[src/rtl/gray_sched_pkg.sv]
// Shared types, constants and the round-robin index helper for gray_conv_sched.
package gray_sched_pkg;

  typedef enum logic [1:0] {
    IDLE    = 2'd0,
    CONVERT = 2'd1,
    HOLD    = 2'd2
  } state_t;

  localparam int unsigned CNT_W = 16;
  localparam logic [CNT_W-1:0] CNT_MAX = '1;

  // First set bit of valid at or after ptr, wrapping at nreq (nreq <= 8).
  // Scans from the farthest offset down so the nearest valid index wins.
  function automatic logic [2:0] rr_next(input logic [7:0] valid,
                                         input logic [2:0] ptr,
                                         input int unsigned nreq);
    logic [2:0] r;
    int unsigned i;
    r = '0;
    for (int unsigned k = nreq; k > 0; k--) begin
      i = (32'(ptr) + k - 1) % nreq;
      if (valid[3'(i)]) r = 3'(i);
    end
    return r;
  endfunction

endpackage

[src/rtl/b2g_core.sv]
// Combinational binary-to-Gray converter.
module b2g_core #(
  parameter int unsigned N = 8
) (
  input  logic [N-1:0] b,
  output logic [N-1:0] g
);

  assign g = b ^ (b >> 1);

endmodule

[src/rtl/gray_conv_sched.sv]
// Round-robin scheduler sharing one b2g_core among NREQ requesters.
// Optional GRAY_SCHED_STATS_EN adds a saturating conv_count output.
module gray_conv_sched
  import gray_sched_pkg::*;
#(
  parameter int unsigned N    = 8,
  parameter int unsigned NREQ = 4,
  parameter int unsigned IDW  = $clog2(NREQ)
) (
  input  logic              clk,
  input  logic              rst,
  input  logic [NREQ-1:0]   req_valid,
  input  logic [NREQ*N-1:0] req_data,
  output logic [NREQ-1:0]   req_ready,
  output logic              out_valid,
  input  logic              out_ready,
  output logic [N-1:0]      out_data,
  output logic [IDW-1:0]    out_id
`ifdef GRAY_SCHED_STATS_EN
  ,
  output logic [CNT_W-1:0]  conv_count
`endif
);

  state_t         state, state_next;
  logic [IDW-1:0] ptr;
  logic [IDW-1:0] pick_idx;
  logic           grant;
  logic [N-1:0]   op_reg;
  logic [IDW-1:0] id_reg;
  logic [N-1:0]   gray;

  assign pick_idx = IDW'(rr_next(8'(req_valid), 3'(ptr), NREQ));

  b2g_core #(.N(N)) u_b2g (
    .b (op_reg),
    .g (gray)
  );

  always_ff @(posedge clk or posedge rst) begin
    if (rst) state <= IDLE;
    else     state <= state_next;
  end

  // rst gates req_ready so no grant is visible while reset is held.
  always_comb begin
    state_next = state;
    req_ready  = '0;
    grant      = 1'b0;
    case (state)
      IDLE: begin
        if (|req_valid && !rst) begin
          req_ready[pick_idx] = 1'b1;
          grant               = 1'b1;
          state_next          = CONVERT;
        end
      end
      CONVERT: state_next = HOLD;
      HOLD:    if (out_ready) state_next = IDLE;
      default: state_next = IDLE;
    endcase
  end

  always_ff @(posedge clk or posedge rst) begin
    if (rst) begin
      ptr       <= '0;
      op_reg    <= '0;
      id_reg    <= '0;
      out_valid <= 1'b0;
      out_data  <= '0;
      out_id    <= '0;
    end else begin
      if (grant) begin
        op_reg <= req_data[int'(pick_idx)*N +: N];
        id_reg <= pick_idx;
        ptr    <= pick_idx + IDW'(1);
      end
      if (state == CONVERT) begin
        out_data  <= gray;
        out_id    <= id_reg;
        out_valid <= 1'b1;
      end
      if (state == HOLD && out_ready) out_valid <= 1'b0;
    end
  end

`ifdef GRAY_SCHED_STATS_EN
  always_ff @(posedge clk or posedge rst) begin
    if (rst) conv_count <= '0;
    else if (state == HOLD && out_ready && conv_count != CNT_MAX)
      conv_count <= conv_count + CNT_W'(1);
  end
`endif

endmodule

[config.mk]
export PLATFORM = sky130hd
export DESIGN_NAME = gray_conv_sched
export DESIGN_NICKNAME = d
export VERILOG_FILES = /design/src/rtl/gray_sched_pkg.sv /design/src/rtl/b2g_core.sv /design/src/rtl/gray_conv_sched.sv
export SDC_FILE = /design/constraint.sdc
export NUM_CORES = 1
export LEC_CHECK = 0
export BUFFER_PORTS_ARGS = -buffer_cell sky130_fd_sc_hd__buf_2
export CAP_MARGIN = 20
export CORE_AREA = 4 4 69 52
export DETAILED_ROUTE_END_ITERATION = 7
export DIE_AREA = 0 0 73 56
export MAX_ROUTING_LAYER = met4
export PLACE_DENSITY = 0.85
export SYNTH_ARGS = -nofsm -noshare
export SYNTH_HDL_FRONTEND = slang
export SYNTH_SLANG_ARGS = --single-unit
export TNS_END_PERCENT = 20
[constraint.sdc]
create_clock -name clk -period 1.9 [get_ports clk]
set_input_delay 0.38 -clock clk [delete_from_list [all_inputs] [get_ports clk]]
set_output_delay 0.38 -clock clk [all_outputs]
set_load 0.02 [all_outputs]
---- Yosys cells after proc, flatten, opt, wreduce, memory -nomap -nowiden ----
Cells that the tools add are included.
storage, ports and cells
  input bits .............................. 39
  word-level logic and storage cells ...... 59
  output and inout bits ................... 15
  register bits ........................... 25
operators by class
  eq/ne operators ......................... 4
  $lt $le $gt $ge ......................... 6
  reductions and logical operators ........ 8
  mux-type cells .......................... 23
  shift-type cells ........................ 1
  $add $sub $neg .......................... 9
  bitwise operators ....................... 1
operators by type and width
  cell                 number
  $shiftx 32x6->8      1
  $lt 2x4->1 const B   4
  $mux 2               6
  $mux 1               9
  $bmux 1 s2           4
  $mux 4               2
  $sub 2x1->2 const B  4
  $xor 8x7->8          1
  $add 2x1->2 const B  3
  $pmux 2 s3           1
  $add 2x2->2 const B  2
  $ne 2x2->1 const B   2
  $reduce_or 4->1      1
  $logic_and 1x1->1    3
  $lt 2x3->1 const B   1
  $demux 1 s2          1
  $eq 2x1->1 const B   1
  $eq 2x2->1 const B   1
  $ge 2x1->1 const B   1
  $logic_not 2->1      1
  $reduce_and 2->1     1
  $reduce_bool 2->1    1
  $logic_not 1->1      1

---- Longest topological paths before layout ----
  depth in word-level cells ............... 14
  gate-level depth with buffers ........... 7
  mapped depth without buffers ............ 5

---- Hierarchy ----
A second synthesis with hierarchy kept.
second synthesis, totals
  cells, all modules ...................... 135
  area, all modules ....................... 1451.4 µm²
by module, submodules not included
  module           cells an instance  instances  area an instance (µm²)  sequential area each (µm²)
  gray_conv_sched  127                1          1382.6                  625.6
  b2g_core         8                  1          68.8                    0.0

---- Worst setup path after synthesis ----
OpenSTA, ideal clock, no wires.
  kind .................................... flip-flop to output port
  start point ............................. register state[1]
  end point ............................... output port req_ready[1]
  data required time ...................... 1.520 ns
  path buffers ............................ 2
  setup slack ............................. -0.062 ns
  stages on the path, launching flop included .. 7
  arrival time ............................ 1.582 ns
  cell sequence ........................... dfrtp_1 > or4_1 > buf_6 > clkinv_8 > nand2_4 > buf_6 > nor2_1
on the way
  longest elaborated chain between the ends .. 2
RTL lines
  item                    line                   text
  from (decl)             gray_conv_sched.sv:25  state_t state, state_next;
  from (signal assigned)  gray_conv_sched.sv:42  else state <= state_next;
  $logic_not 2->1         gray_conv_sched.sv:50  case (state)
  $mux 4                  gray_conv_sched.sv:50
  to (decl)               gray_conv_sched.sv:14  output logic [NREQ-1:0] req_ready,
Every way passes these cells.

---- Worst setup path after layout ----
  start point ............................. register state[0]
  end point ............................... output port req_ready[2]
The elaborated chain is that of the path after synthesis.

==> impl_results.md <==
- Die width: 73 µm
- Final period utilization: 106%
- Slew headroom: around two thirds
- Run status: finished with violations
- Initial antenna violation count: 0
- Avg Cell Area, Syn: 10.7 µm²
- R2R depth: 7
- Seq/Total Area, Yosys: between 40% and 50%
- Endpoints failing setup: 4
- R2r startpoint: ptr[1]
- Leakage: about 0.0009 µW
- DR pass1 iterations: 4
- CTS H-tree depth: 1
- Starting DRT DRC Count: 32
- Vias in the first global route: 1,139
- Clock Path Buffers: 2
- Total Wirelength: 3120 µm
- Maximum VDD drop: 0.675 mV
- Antenna viol nets, final: 0
- Worst EP required: 1.52 ns
- Commonest cells after routing, fill and taps aside: 49 x buf_2, 25 x dfrtp_1, 20 x nand2_1
- Dpl hpwl: 2380 µm
- ANT cells: 0
- Die H: 56 µm
- RD Place Congestion: 0.723
- Total nets after synthesis: 166
- Max stage delay on crit path: around 0.59 ns
- Max layer used: met4
- CP startpoint kind: flip-flop
- Nets: 233
- Fin. Hold Viols: 0
- Met3 Wirelength: roughly 190 µm
- Clock skew: 0.00802 ns
- Fillers: 242
- Worst Hold Slack: 0.148 ns
- RSZ-0062 raised after global routing: true
- Flop2flop setup slack: roughly 0.19 ns
- Num rows: 17
- CTS Hold Bufs: 0
- Worst Max-Slew Pin Slew: 0.494 ns
- Met2 wire length: 1590 µm
- Die area: 4090 µm²
- Commonest non-fill, non-tap cell in the layout: buf_2
- Starting Density: about 45%
- Via density: around 4.9
- Fmax achieved: ~0.50 GHz
- Cell count along the critical path: 5
- First-pass GRT wire length: 5140 µm
- Critical setup path kind: reg2out
- Total number of vias: between 1,000 and 1,500
- Input/output buffers: 53
- Layout cells sized above 1: about half
- Worst Hold Class: in2async
- Crit path cell chain: or4_4 -> clkinv_8 -> nand2b_4 -> nor2_4 -> buf_6
- P per Cell Area: 1450 nW/µm²
- Clock sink total: 25
- DR WL/cell: about 13 µm
- CP arrival: 1.63 ns
- Pin count of the biggest net entering global routing: 26
- CP startpoint: state[0]
- Max Slew Vio Count: 0
- Core area: 3000 µm²
- Cells after DPL: approximately 230
- R2r endpoint: op_reg[1]
- Nature of the critical path endpoint: output pin
- Metal1 wirelength: between 1000 and 1500 µm
- PnR worst setup slack: -0.109 ns
- Post-Syn Area: 1360 µm²
- Worst-path clk slew: 0.09 ns
- Finished Layout Cells: between 200 and 250
- Number of distinct library cells after synthesis: 23
- DRC Markers: 0
- Total CTS buffers: 3
- Root Driver: clkbuf_8
- Crit path buf inv count: 2
- Clock Latency Late Sink: about 0.27 ns
- Max Cap Viol: 0
- Synth Instances: 127
- Core Util, Final: 61.9%
- End point of the critical path: req_ready[2]
- Gr usage total: between 10% and 20%
- Failing checks: negative setup slack
- Min Clock Period, post-route: 2.01 ns
- Flops & latches, synth: 25
- I/O pins: 54
- Overflow after GRT: 0
- Critical Path Fanout Max: 3
- Top delay family on crit path: simple AND/OR/NAND/NOR gates
- Slowest CP cell: or4_4
- Synth warn: 0
- CTS tree: built
- Area Growth Syn to Fin: 36.7%
==> through the flow <==
step	power (µW)	setup slack [ns]	setup TNS, ns	cell area, µm²
after floorplan	1880	-0.0624	-0.231	1360
after global placement	2250	-0.0549	-0.114	1730
after detailed placement	2290	-0.0783	-0.152	1730
after CTS	2700	-0.115	-0.417	1840
after global routing	2900	-0.216	-0.817	1860
final	2700	-0.109	-0.391	1860
==> Yosys cell counts (all sizes together) <==
cell / instances / area share (%)
nor4: 1 / 0.46
or2b: 2 / 1.1
clkinv: 1 / 1.2
xnor2: 8 / 5.2
nand2b: 3 / 1.4
or4: 1 / 0.55
a221oi: 1 / 1.1
inv: 6 / 1.7
a21boi: 1 / 0.55
mux2: 3 / 2.5
mux2i: 16 / 12
o221ai: 8 / 7.9
nor2: 4 / 1.1
a22o: 1 / 0.65
o21ai: 11 / 4.1
a21oi: 6 / 2.2
buf: 6 / 3.6
dfrtp: 25 / 46
clkbuf: 2 / 0.55
nand2: 21 / 6.4
==> cell type report <==
class	instances	area [µm²]	share of cell area (%)
inverter	7	38.8	2.09
multi-input combinational	87	677	36.5
sequential	25	626	33.7
timing repair buffer	70	418	22.5
clock buffer	3	41.3	2.23
clock inverter	1	7.51	0.405
tap	38	47.5	2.56
==> worst min path at each step <==
stage               depth (start not counted)  from   endpoint
detailed placement                          3   rst  out_valid
CTS                                         3   rst  out_valid
global placement                            3   rst   state[1]
floorplan                                   1   rst  id_reg[0]
finish                                      3   rst   state[1]
global route                                3   rst   state[1]
==> logic make-up (layout without fill, tap and decap cells) <==
group           after synthesis  after routing  share of synthesized area (%)
compound gates               28             28                           16.5
xor+xnor                      8              8                           5.16
buf+inv                      15             81                           7.00
flops                        25             25                           46.1
mux                          19             19                           14.3
simple gates                 32             32                           11.0
==> repair_timing <==
action,CTS,global route
pin swaps,4,0
setup endpoints to repair,4,4
hold endpoints to repair,0,0
buffers inserted,1,1
gates resized for setup,16,2
==> routing by layer <==
metal / global-route usage [%] / vias up
met5: - / -
met4: 4.47 / 0
met3: 2.89 / 2
met2: 26.2 / 34
met1: 21.3 / 524
li1: - / 577
==> tightest hold or removal path, cell delays in order <==
cell and delay, ns:
buf_2 0.11, inv_1 0.04, buf_4 0.29
==> where the power goes <==
| part | internal, µW | leakage [µW] | total, µW | switching (µW) |
|---|---|---|---|---|
| sequential | 782 | 0.000310 | 975 | 193 |
| combinational | 664 | 0.000596 | 1400 | 736 |
| clock | 149 | 0.0000217 | 322 | 173 |
| total | 1600 | 0.000927 | 2700 | 1100 |
(Power assumes the default switching activity.)
